<file path="config.mk">
export PLATFORM = sky130hd
export DESIGN_NAME = anton_pm_driver
export DESIGN_NICKNAME = d
export VERILOG_FILES = /design/src/rtl/anton_pm_driver.sv
export SDC_FILE = /design/constraint.sdc
export NUM_CORES = 1
export LEC_CHECK = 0
export CORE_MARGIN = 2
export CORE_UTILIZATION = 30
export CTS_CLUSTER_DIAMETER = 150
export DETAILED_ROUTE_END_ITERATION = 8
export PLACE_DENSITY = 0.6
export SLEW_MARGIN = 5
export SYNTH_ARGS = -nofsm -noshare
export SYNTH_HDL_FRONTEND = slang
export SYNTH_SLANG_ARGS = --single-unit
</file>
<file path="constraint.sdc">
create_clock -name clk -period 3.2 [get_ports clk]
set_input_delay 0.64 -clock clk [delete_from_list [all_inputs] [get_ports clk]]
set_output_delay 0.64 -clock clk [all_outputs]
set_load 0.005 [all_outputs]
</file>
<file path="src/rtl/anton_pm_driver.sv">
// Host-side driver that bit-bangs a nibble-wide accumulator target through its io pins,
// keeping a shadow copy of the accumulator to cross-check destructive read-backs.
//
// state  | meaning
// -------+----------------------------------------------------------
// S_IDLE | waiting for a command, dut_clk low, cmd_ready high
// S_LOW  | dut_clk low phase of a target edge, pins set up
// S_HIGH | dut_clk high phase, target result sampled in last cycle
// S_DONE | one-cycle wrap-up: response pulse and shadow update
module anton_pm_driver #(
    parameter int HALF_PERIOD = 1
) (
    input  logic        clk,
    input  logic        reset,
    input  logic        cmd_valid,
    input  logic [1:0]  cmd_op,
    input  logic [7:0]  cmd_data,
    output logic        cmd_ready,
    output logic        rsp_valid,
    output logic [23:0] rsp_data,
    output logic        rsp_mismatch,
    output logic        sub_next,
    output logic        dut_clk,
    output logic        dut_reset,
    output logic        dut_read,
    output logic [3:0]  dut_nibble,
    input  logic [7:0]  dut_result
);

    localparam logic [1:0] OP_PUSH = 2'b00;
    localparam logic [1:0] OP_READ = 2'b01;
    localparam logic [1:0] OP_TRST = 2'b10;
    localparam logic [1:0] OP_NOP  = 2'b11;
    localparam logic [7:0] PH_LOAD = 8'(HALF_PERIOD - 1);

    typedef enum logic [1:0] {S_IDLE, S_LOW, S_HIGH, S_DONE} state_t;

    state_t      state, state_nx;
    logic [7:0]  ph_cnt;
    logic [1:0]  edge_left;
    logic [1:0]  op_q;
    logic [7:0]  data_q;
    logic [15:0] rd_buf;
    logic [23:0] shadow;
    logic        accept;
    logic        ph_tc;
    logic [23:0] rd_word;

    assign accept  = cmd_valid && cmd_ready;
    assign ph_tc   = (ph_cnt == 8'd0);
    assign rd_word = {dut_result, rd_buf};

    always_comb begin
        state_nx = state;
        case (state)
            S_IDLE: if (accept) state_nx = (cmd_op == OP_NOP) ? S_DONE : S_LOW;
            S_LOW:  if (ph_tc) state_nx = S_HIGH;
            S_HIGH: if (ph_tc) state_nx = (edge_left == 2'd0) ? S_DONE : S_LOW;
            S_DONE: state_nx = S_IDLE;
            default: state_nx = S_IDLE;
        endcase
    end

    always_ff @(posedge clk) begin
        if (reset) begin
            state        <= S_IDLE;
            cmd_ready    <= 1'b1;
            rsp_valid    <= 1'b0;
            rsp_data     <= 24'd0;
            rsp_mismatch <= 1'b0;
            sub_next     <= 1'b0;
            dut_clk      <= 1'b0;
            dut_reset    <= 1'b0;
            dut_read     <= 1'b0;
            dut_nibble   <= 4'd0;
            ph_cnt       <= 8'd0;
            edge_left    <= 2'd0;
            op_q         <= OP_NOP;
            data_q       <= 8'd0;
            rd_buf       <= 16'd0;
            shadow       <= 24'd0;
        end else begin
            state        <= state_nx;
            cmd_ready    <= (state_nx == S_IDLE);
            dut_clk      <= (state_nx == S_HIGH);
            rsp_valid    <= 1'b0;
            rsp_data     <= 24'd0;
            rsp_mismatch <= 1'b0;

            // phase timer reloads on every state change, counts down otherwise
            if (state_nx != state)
                ph_cnt <= PH_LOAD;
            else if (!ph_tc)
                ph_cnt <= ph_cnt - 8'd1;

            case (state)
                S_IDLE: begin
                    if (accept) begin
                        op_q   <= cmd_op;
                        data_q <= cmd_data;
                        if (cmd_op != OP_NOP) begin
                            dut_read  <= (cmd_op == OP_READ);
                            dut_reset <= (cmd_op == OP_TRST);
                            if (cmd_op == OP_PUSH)
                                dut_nibble <= cmd_data[3:0];
                        end
                        case (cmd_op)
                            OP_PUSH: edge_left <= 2'd1;
                            OP_READ: edge_left <= 2'd2;
                            default: edge_left <= 2'd0;
                        endcase
                    end
                end
                S_HIGH: begin
                    if (ph_tc) begin
                        if (op_q == OP_READ) begin
                            if (edge_left == 2'd2)
                                rd_buf[7:0] <= dut_result;
                            else if (edge_left == 2'd1)
                                rd_buf[15:8] <= dut_result;
                            else begin
                                rsp_valid    <= 1'b1;
                                rsp_data     <= rd_word;
                                rsp_mismatch <= (rd_word != shadow);
                            end
                        end
                        if (edge_left != 2'd0) begin
                            edge_left <= edge_left - 2'd1;
                            if (op_q == OP_PUSH)
                                dut_nibble <= data_q[7:4];
                        end else begin
                            dut_read  <= 1'b0;
                            dut_reset <= 1'b0;
                        end
                    end
                end
                S_DONE: begin
                    case (op_q)
                        OP_PUSH: begin
                            shadow   <= sub_next ? shadow - {16'd0, data_q}
                                                 : shadow + {16'd0, data_q};
                            sub_next <= ~sub_next;
                        end
                        OP_READ: shadow <= 24'd0;
                        OP_TRST: begin
                            shadow   <= 24'd0;
                            sub_next <= 1'b0;
                        end
                        default: ;
                    endcase
                end
                default: ;
            endcase
        end
    end

endmodule

</file>
* After elaboration in Yosys (flattened, before gate mapping)
Cells that the tools add are included.
Widths: inputs -> output; s select.
** Storage, ports and cells
- Bits in registers :: 97
- Input bits :: 21
- Output and inout bits :: 35
- Logic and storage cells :: 100
** Cells by class
- Add/sub/neg operators :: 4
- Eq/ne operators :: 21
- Mux-type cells :: 30
- Bitwise gates (word level) :: 5
- Reduce and logical (&&, ||, !) cells :: 23
** Operators with widths (number)
- $pmux 24 s2 :: 1
- $add 24x8->24 :: 1
- $mux 24 :: 1
- $mux 4 :: 6
- $ne 24x24->1 :: 1
- $sub 24x8->24 :: 1
- $mux 2 :: 8
- $ne 2x2->1 const B :: 8
- $eq 2x2->1 const B :: 7
- $logic_not 2->1 :: 5
- $reduce_and 5->1 :: 2
- $eq 2x1->1 const B :: 4
- $logic_not 8->1 :: 1
- $pmux 2 s2 :: 2
- $pmux 2 s4 :: 1
- $pmux 4 s2 :: 1
- $reduce_and 4->1 :: 2
- $reduce_bool 2->1 :: 4
- $sub 8x1->8 const B :: 1
- $mux 1 :: 7
- $reduce_and 7->1 :: 1
- $pmux 1 s2 :: 3
- $reduce_and 2->1 :: 3
- $reduce_or 6->1 :: 1
- 6 further kinds :: 11

* Logic depth before layout (Yosys ltp)
Gate-level depths: netlist of run 1.
- Depth after elaboration :: 6
- Depth in mapped cells :: 15

* Least setup slack after synthesis of run 1
OpenSTA, ideal clock, no wires.
- Path kind :: register to register
- Start :: register data_q[2]
- End :: register shadow[23]
- Data arrival time :: 3.092 ns
- Required time :: 3.078 ns
- Setup slack :: -0.014 ns
- Cell stages (with the launch flop) :: 16
- Buffers on the path :: 2
- Period minus slack after synthesis :: 3.214 ns
- Cell sequence :: dfxtp_1 nor3_1 and3_1 nor3b_1 ha_1 or2_1 clkbuf_1 ha_1 buf_2 nand4_1 nor3_1 a22o_1 a211o_1 o221ai_2 nor4b_1 a221o_1
** Between the ends
- Cells in the longest elaborated chain, start to end :: 3
- Elaborated cells between the ends (all ways) :: 4
- Those cells by class :: add/sub: 2; mux: 2
** RTL lines
- from (decl) :: line 42 : logic [7:0] data_q;
- from (signal assigned) :: line 100 : data_q <= cmd_data;
- $add 24x8->24 or $sub 24x8->24 (tied branches) :: line 141, 140
- $mux 24 * :: line 140 : shadow <= sub_next ? shadow - {16'd0, data_q}
- $pmux 24 s2 * :: line 138 : case (op_q)
- to (signal assigned) :: line 140
- to (decl) :: line 44 : logic [23:0] shadow;
Mark *: on every way between the ends. The rest lies on a longest branch, timed or not.
A chain may end at the register's enable or synchronous reset.

* Worst setup path after layout of run 1
- Start :: register data_q[3]
- End :: register shadow[23]
The elaborated chain is that of the path after synthesis.

==> flow_summary.json, run 1 <==
{
  "tightest_slew_ns": 1.057,
  "clkSinkCount": 97,
  "rr_worst_depth": 12,
  "setup-tns-final_ns": 0,
  "power_mw": 5.068,
  "synth_area_um2": 5261,
  "cts_buffers": 9,
  "drtPass1Iterations": 4,
  "io_buffer_count": 55,
  "cp.arrival_ns": 3.23,
  "hold_viol": 0,
  "num_io_pins": 56,
  "slew_headroom_pct": 29.14,
  "hold_path.class": "reg2reg",
  "crit_top_cell": "ha_1",
  "layout_commonest_cell": "dfxtp_1",
  "ys_seq_elements": 97,
  "antenna_cells": 0,
  "gr-total-overflow": 0,
  "vias": 4364,
  "cts_max_level": 3,
  "die-area_um2": 18610,
  "cts_tree": "yes",
  "nNetsFinal": 732,
  "finalSetupViolCount": 0,
  "grt_pass1_vias": 3915,
  "wl_met3_um": 576,
  "multi_input_area_um2": 3171,
  "critPathSlowestCell": "dfxtp_1",
  "yosys_most_used_dff": "dfxtp_1",
  "seq_area_um2": 1942,
  "drt_iter0_drc": 299,
  "routed_wl_mm": 12.95,
  "area_delta_synth_final_pct": 22.02,
  "syn_area_per_cell_um2": 8.472,
  "ys_seq_area_share_pct": 36.91,
  "grt_usage_pct": 14.23,
  "clkTransAtPathRegs_ns": 0.07,
  "hold_start": "shadow[13]",
  "dp.cells": 890,
  "synth_edf_count": 0,
  "cp_slowest_stage_delay_ns": 0.35,
  "critical_path.max_fanout": 5,
  "fp.dieH_um": 136.4,
  "drive_gt1_share_pct": 8.957,
  "leakagePower_nw": 2.575,
  "synth.distinct_cells": 66,
  "final_cell_count_no_fill": 906,
  "synthArstFlopShare_pct": 0,
  "die_w_um": 136.4,
  "min_period_ns": 3.002,
  "min_path_cells": 2,
  "drt-vias-per-instance": 4.817,
  "grt_max_degree": 30,
  "clock-root-buffer": "clkbuf_16",
  "wl_per_cell_um": 14.29,
  "drv_slew": 0,
  "core_um2": 17240,
  "cap_viol_max_count": 0,
  "period_share_pct": 93.81,
  "fin_skew_ns": 0.008681,
  "peakVddDrop_mv": 0.3005,
  "rows": 48,
  "met1_length_mm": 6.329,
  "final_cell_mix": "dfxtp_1 (97), nand2_1 (66), nor2_1 (64), clkdlybuf4s50_1 (54), a21oi_1 (43)",
  "cp_data_required_time_ns": 3.43,
  "reg2reg_to": "shadow[23]",
  "crit_family": "simple AND/OR/NAND/NOR gates",
  "status": "complete, no violations",
  "fin_util_pct": 37.25,
  "p_per_area_nw_per_um2": 789.4,
  "r2r_slack_ns": 0.20,
  "rr_startpoint": "data_q[3]",
  "crit_chain": "nor3_2 -> and3_4 -> nor3b_2 -> ha_1 -> mux2i_1 -> ha_1 -> and4_1 -> and2_1 -> a211o_1 -> o221ai_2 -> nor4b_1 -> a221o_1",
  "grt_pass1_wl_mm": 20.58,
  "yosys_warnings": 0,
  "synthesis.nets": 676,
  "path_buf_inv": 0,
  "antenna_left": 0,
  "antenna_found_initial": 0,
  "min_to": "shadow[13]",
  "fillers": 1758,
  "cp-end-kind": "flip-flop",
  "route.detailed.drc": 0,
  "met2WireLength_mm": 5.825,
  "gp_congestion": 0.9215,
  "critPathLaunchType": "flip-flop",
  "dp_hpwl_mm": 9.969,
  "netlist_instances": 621,
  "routed.top_layer": "met4",
  "critical_path_class": "reg2reg",
  "timing.fmax_ghz": 0.3331,
  "clock_latency_ns": 0.34,
  "cts_buffer_depth": 2,
  "start_util_pct": 30.52
}
[cells in the mapped netlist (4+ instances only)]
master    count  area share [%]
dfxtp_1      97              37
nand2_1      66             4.7
nor2_1       64             4.6
a21oi_1      45             4.3
ha_1         33             7.8
and2_1       28             3.3
xnor2_1      26             4.3
xor2_1       22             3.7
clkbuf_1     20             1.4
inv_1        20             1.4
mux2i_1      20             3.8
nor3_1       16             1.5
o21ai_1      15             1.4
o21ai_0      13             1.2
nand3_1       9            0.86
nand4_1       8            0.95
nor2b_1       8            0.95
nor3b_1       7             1.0
nor4_1        7            0.83
a21o_1        6            0.86
buf_2         6            0.57
nand2b_1      6            0.71
o21a_1        6            0.86
a31oi_1       5            0.59
a22oi_1       4            0.57
a311oi_1      4            0.67
or3_1         4            0.48
[worst min-delay path, delay by kind of cell, from the launching register on]
kind	cells	cell delay [ns]
AO/OA/AOI/OAI	1	0.05
flip-flops	1	0.34
AND/OR/NAND/NOR	1	0.06
[kinds of logic after synthesis]
group                    share of synthesized area, %
AO/OA/AOI/OAI                                   16.62
multiplexers                                    4.233
AND/OR/NAND/NOR                                 22.38
flip-flops                                      36.91
adder cells (fa/ha/maj)                         8.228
XOR/XNOR                                        7.990
buffers and inverters                           3.638
[how the worst max path moves through the flow]
stage               slack, ns  startpoint         end  depth (start not counted)
floorplan                0.09   data_q[2]  shadow[23]                         15
finish                   0.20   data_q[3]  shadow[23]                         12
global route           -0.002   data_q[3]  shadow[23]                         12
CTS                      0.05   data_q[3]  shadow[20]                         14
detailed placement       0.07   data_q[3]  shadow[20]                         14
global placement         0.14   data_q[3]  shadow[20]                         14
[metal layers]
layer / GRT usage [%] / vias up
met5: 0 / -
met4: 5.266 / 0
met3: 2.163 / 13
met2: 22.19 / 85
met1: 19.80 / 1981
li1: - / 2285
[repair_timing]
item | in CTS | in global routing
buffers inserted | 0 | 1
hold buffers | 0 | 0
endpoints found under the setup margin | 0 | 9
gates resized for setup | 0 | 8
[per-stage QoR]
stage	hold WS, ns	setup WS, ns	instance area [um^2]
4_1_cts	0.4891	0.04752	6380
3_3_place_gp	0.4766	0.1397	6110
6_report	0.4879	0.1981	6420
3_5_place_dp	0.4786	0.06547	6110
5_1_grt	0.5143	-0.001572	6420
2_1_floorplan	0.4544	0.08762	5266
[layout make-up]
type | instances | share of cell area (%)
Clock inverter | 6 | 0.7016
Timing Repair Buffer | 73 | 10.60
Tap cell | 225 | 4.385
Sequential cell | 97 | 30.25
Inverter | 20 | 1.169
Clock buffer | 9 | 3.508
Multi-Input combinational cell | 476 | 49.39
[report_power, final]
part | total [mW] | internal, mW | switching [mW]
Combinational | 2.61 | 1.10 | 1.51
Sequential | 1.46 | 1.33 | 0.130
Clock | 0.999 | 0.527 | 0.472
[state kept, by name, summed over array words and instances (netlist names), 2 cells and up]
register and cells:
rsp_data 24, shadow 24, rd_buf 16, data_q 8
ph_cnt 8, dut_nibble 4, edge_left 2, op_q 2
state 2
(Power assumes the default switching activity.)
==> run 2, diff against run 1 <==
--- a/config.mk
+++ b/config.mk
@@ -6,10 +6,10 @@
 export NUM_CORES = 1
 export LEC_CHECK = 0
 export CORE_MARGIN = 2
-export CORE_UTILIZATION = 30
+export CORE_UTILIZATION = 50
 export CTS_CLUSTER_DIAMETER = 150
 export DETAILED_ROUTE_END_ITERATION = 8
-export PLACE_DENSITY = 0.6
+export PLACE_DENSITY = 0.86
 export SLEW_MARGIN = 5
 export SYNTH_ARGS = -nofsm -noshare
 export SYNTH_HDL_FRONTEND = slang
==> flow_summary.json, run 2 (synthesis gave the netlist of run 1 again) <==
{
  "grt_pass1_wl_mm": 20.78,
  "grt_pass1_vias": 4210,
  "routed_wl_mm": 12.87,
  "cap_viol_max_count": 0,
  "combPwrFrac_pct": 54.5,
  "largestRegisters": "rsp_data: 24 flops, shadow: 24 flops, rd_buf: 16 flops",
  "die-area_um2": 11360,
  "grt_max_degree": 34,
  "vias": 4619,
  "drt_iter0_drc": 439,
  "die_w_um": 106.6,
  "clock_latency_ns": 0.37,
  "peakVddDrop_mv": 0.3613,
  "post_cts_resized": 0,
  "io_buffer_count": 55,
  "hold_start": "edge_left[1]",
  "final_cell_count_no_fill": 814,
  "drv_slew": 0,
  "start_util_pct": 51.19,
  "num_io_pins": 56,
  "clkPwrFrac_pct": 15.2,
  "r2r_slack_ns": 0.20,
  "switching_power_mw": 2.128,
  "rsz0062_at_grt": "yes",
  "rr_worst_depth": 12,
  "final_cell_mix": "dfxtp_1 (97), nand2_1 (66), nor2_1 (64), clkdlybuf4s50_1 (54), a21oi_1 (44)",
  "fin_util_pct": 60.13,
  "nNetsFinal": 728,
  "hold_viol": 0,
  "critical_path_class": "reg2reg",
  "cts_tree": "yes",
  "slew_headroom_pct": 28.09,
  "cp_data_required_time_ns": 3.48,
  "fillers": 881,
  "timing.fmax_ghz": 0.3330,
  "clock-root-buffer": "clkbuf_8",
  "dp.cells": 798,
  "antenna_cells": 0,
  "internal_power_mw": 2.725,
  "status": "complete, no violations",
  "gr-total-overflow": 0,
  "gp_congestion": 0.9907,
  "dp_hpwl_mm": 9.892,
  "area_delta_synth_final_pct": 17.46,
  "cp-end-kind": "flip-flop",
  "antenna_found_initial": 0,
  "core_um2": 10280,
  "cp.arrival_ns": 3.28,
  "antenna_left": 0,
  "hold_path.class": "reg2reg",
  "reg2reg_to": "shadow[10]",
  "finalSetupViolCount": 0,
  "min_path_cells": 2,
  "drtPass1Iterations": 5,
  "setup-tns-final_ns": 0,
  "cts_buffer_depth": 2,
  "leakagePower_nw": 2.505,
  "drive_gt1_share_pct": 8.112,
  "post-cts-setup-buffer-count": 0,
  "clkSinkCount": 97,
  "cts_max_level": 3,
  "cts_buffers": 9,
  "holdBufCountCts": 0,
  "whs_ns": 0.5016,
  "grt_usage_pct": 23.23,
  "route.detailed.drc": 0,
  "critPathLaunchType": "flip-flop",
  "drt-vias-per-instance": 5.674,
  "tightest_slew_ns": 1.076,
  "p_per_area_nw_per_um2": 785.3,
  "period_share_pct": 93.86,
  "layout_commonest_cell": "dfxtp_1",
  "p_sw_share_pct": 43.84,
  "pwr-share-seq_pct": 30.3,
  "fin_skew_ns": 0.01038,
  "min_period_ns": 3.003,
  "clkTransAtPathRegs_ns": 0.10,
  "wl_per_cell_um": 15.81,
  "min_to": "edge_left[1]",
  "critical_path.max_fanout": 6,
  "fp.dieH_um": 106.6,
  "rr_startpoint": "data_q[0]",
  "rows": 37
}
## run 2: cell types whose count changed in the layout (fill, tap and decap cells not counted), moves of 2 or more
cell,previous run,this run
buf_4,18,14
clkbuf_16,9,0
clkbuf_8,0,9
clkinv_2,2,0
nor3_1,12,14
nor3_2,5,3
## run 2: layer usage
metal	vias to the layer above	track usage (%)	wire length, um
li1	2277	-	-
met1	2146	30.83	5716
met2	177	38.35	6042
met3	19	3.769	842
met4	0	8.163	268
met5	-	0	0
## run 2: layout make-up
class	instances	area [um^2]	share of cell area, %
clock buffer	10	127.6	2.065
clock inverter	6	51.30	0.8301
inverter	20	75.07	1.215
multi-input combinational	476	3163	51.18
sequential	97	1942	31.42
tap	136	170.2	2.754
timing repair buffer	69	650.6	10.53
## run 2: worst max-delay path, stage by stage (launching register included)
cell and delay [ns]:
dfxtp_1 0.41, inv_1 0.08, ha_1 0.28, nor2_1 0.14, xnor2_1 0.15, ha_1 0.30
nor2b_1 0.18, o31a_1 0.33, o21a_1 0.22, o21ai_1 0.17, a21oi_1 0.11, or3_1 0.31
a32o_1 0.24
## run 2: how the worst max path moves through the flow
stage,start,slack (ns),end,depth (start not counted)
after floorplan,data_q[2],0.09,shadow[23],15
after global placement,data_q[2],0.24,shadow[23],12
after detailed placement,data_q[2],0.18,shadow[23],12
after CTS,data_q[0],0.14,shadow[23],12
after global routing,data_q[2],-0.02,shadow[22],12
final,data_q[0],0.20,shadow[10],12
## run 2: through the flow
stage	setup WS (ns)	cell area [um^2]	power (mW)
6_report	0.1966	6180	4.853
2_1_floorplan	0.08762	5266	3.387
3_5_place_dp	0.1816	5971	4.041
5_1_grt	-0.02274	6180	5.193
4_1_cts	0.1443	6150	4.783
3_3_place_gp	0.2352	5971	4.001
## run 2: power groups by stage
stage | Combinational [mW] | Clock [mW] | Sequential (mW)
global route | 2.91 | 0.791 | 1.49
finish | 2.65 | 0.738 | 1.47
CTS | 2.58 | 0.744 | 1.46
floorplan | 1.94 | 0 | 1.44
global placement | 2.52 | 0 | 1.48
detailed placement | 2.55 | 0 | 1.49
==> run 3, diff against run 2 <==
--- a/config.mk
+++ b/config.mk
@@ -10,6 +10,7 @@
 export CTS_CLUSTER_DIAMETER = 150
 export DETAILED_ROUTE_END_ITERATION = 8
 export PLACE_DENSITY = 0.86
+export SKIP_LAST_GASP = 1
 export SLEW_MARGIN = 5
 export SYNTH_ARGS = -nofsm -noshare
 export SYNTH_HDL_FRONTEND = slang
==> flow_summary.json, run 3 (synthesis gave the netlist of run 1 again) <==
{
  "cp_data_required_time_ns": 3.47,
  "cp.arrival_ns": 3.32,
  "gr-total-overflow": 0,
  "route.detailed.drc": 0,
  "rows": 37,
  "layout_commonest_cell": "dfxtp_1",
  "die-area_um2": 11360,
  "fillers": 880,
  "nNetsFinal": 728,
  "num_io_pins": 56,
  "final_cell_mix": "dfxtp_1 (97), nand2_1 (66), nor2_1 (64), clkdlybuf4s50_1 (54), a21oi_1 (44)",
  "reg2reg_to": "shadow[23]",
  "antenna_cells": 0,
  "rsz0062_at_grt": "yes",
  "drv_slew": 0,
  "drtPass1Iterations": 5,
  "hold_path.class": "reg2reg",
  "min_period_ns": 3.050,
  "leakagePower_nw": 2.504,
  "crit_family": "compound AO/OA/AOI/OAI gates",
  "period_share_pct": 95.31,
  "r2r_slack_ns": 0.15,
  "drive_gt1_share_pct": 7.817,
  "path_buf_inv": 1,
  "status": "complete, no violations",
  "rr_worst_depth": 12,
  "cts_max_level": 3,
  "dp.cells": 798,
  "crit_chain": "inv_1 -> ha_1 -> a31oi_1 -> xnor2_1 -> ha_1 -> or4_4 -> o21ai_2 -> a21oi_2 -> a211o_1 -> o221ai_2 -> nor4b_1 -> a221o_1",
  "fp.dieH_um": 106.6,
  "cp-end-kind": "flip-flop",
  "antenna_found_initial": 0,
  "crit_top_cell": "ha_1",
  "final_cell_count_no_fill": 814,
  "peakVddDrop_mv": 0.3613,
  "clock_latency_ns": 0.37,
  "antenna_left": 0,
  "grt_max_degree": 34,
  "die_w_um": 106.6,
  "finalSetupViolCount": 0,
  "cp_slowest_stage_delay_ns": 0.52,
  "min_to": "edge_left[1]",
  "post-cts-setup-buffer-count": 0,
  "rr_startpoint": "data_q[0]",
  "gp_congestion": 0.9907,
  "power_mw": 4.833,
  "hold_viol": 0,
  "area_delta_synth_final_pct": 17.22,
  "hold_start": "edge_left[1]",
  "critical_path.max_fanout": 6,
  "drt-vias-per-instance": 5.677,
  "timing.fmax_ghz": 0.3279,
  "core_um2": 10280,
  "clkSinkCount": 97,
  "cap_viol_max_count": 0,
  "grt_pass1_wl_mm": 20.78,
  "io_buffer_count": 55,
  "wl_per_cell_um": 15.82,
  "min_path_cells": 2,
  "setup-tns-final_ns": 0,
  "largestRegisters": "rsp_data: 24 flops, shadow: 24 flops, rd_buf: 16 flops",
  "cts_buffers": 9,
  "slew_headroom_pct": 28.57,
  "start_util_pct": 51.19,
  "grt_usage_pct": 23.23,
  "cts_tree": "yes",
  "fin_skew_ns": 0.008884,
  "critPathSlowestCell": "or4_4",
  "holdBufCountCts": 0,
  "p_per_area_nw_per_um2": 783.7,
  "drt_iter0_drc": 427,
  "critical_path_class": "reg2reg",
  "tightest_slew_ns": 1.069,
  "vias": 4621,
  "dp_hpwl_mm": 9.892,
  "clkTransAtPathRegs_ns": 0.10,
  "critPathLaunchType": "flip-flop",
  "grt_pass1_vias": 4210,
  "post_cts_resized": 0,
  "routed_wl_mm": 12.88,
  "cts_buffer_depth": 2,
  "clock-root-buffer": "clkbuf_8"
}
## run 3: worst max path at each step
stage,start,end,slack (ns),cells after the start
2_1_floorplan,data_q[2],shadow[23],0.09,15
4_1_cts,data_q[0],shadow[23],0.14,12
3_5_place_dp,data_q[2],shadow[23],0.18,12
6_report,data_q[0],shadow[23],0.15,12
3_3_place_gp,data_q[2],shadow[23],0.24,12
5_1_grt,data_q[0],shadow[22],-0.04,12
## run 3: area by class of cell
type                    instances  area [um^2]  share of cell area (%)
clock inverters                 6        51.30                  0.8318
clock buffers                  10        127.6                   2.069
inverters                      20        75.07                   1.217
repair buffers                 69        650.6                   10.55
flip-flops and latches         97         1942                   31.49
multi-input cells             476         3151                   51.09
well taps                     136        170.2                   2.759
## run 3: layer usage
metal,part of all wire [%],track usage [%]
met1,45,30.83
met2,47,38.35
met3,6.3,3.769
met4,2.1,8.163
met5,0,0
## run 3: tightest hold or removal path, stage by stage (launching register included)
cell and delay, ns:
dfxtp_1 0.33, nand2b_1 0.07, a21oi_1 0.06
## run 3: metrics by stage
| step | utilization, % | hold WS [ns] | area [um^2] | setup WS, ns |
|---|---|---|---|---|
| floorplan | - | 0.4544 | 5266 | 0.08762 |
| global placement | 58.10 | 0.4738 | 5971 | 0.2352 |
| detailed placement | 58.10 | 0.4894 | 5971 | 0.1816 |
| CTS | 59.84 | 0.5032 | 6150 | 0.1443 |
| global route | 60.01 | 0.5191 | 6167 | -0.03927 |
| finish | 60.01 | 0.5017 | 6167 | 0.1500 |
## run 3: power breakdown
part | switching [mW] | internal, mW | leakage [nW] | total [mW]
logic | 1.53 | 1.10 | 1.63 | 2.63
registers | 0.141 | 1.33 | 0.785 | 1.47
clock network | 0.444 | 0.292 | 0.0875 | 0.737
total | 2.11 | 2.72 | 2.50 | 4.83
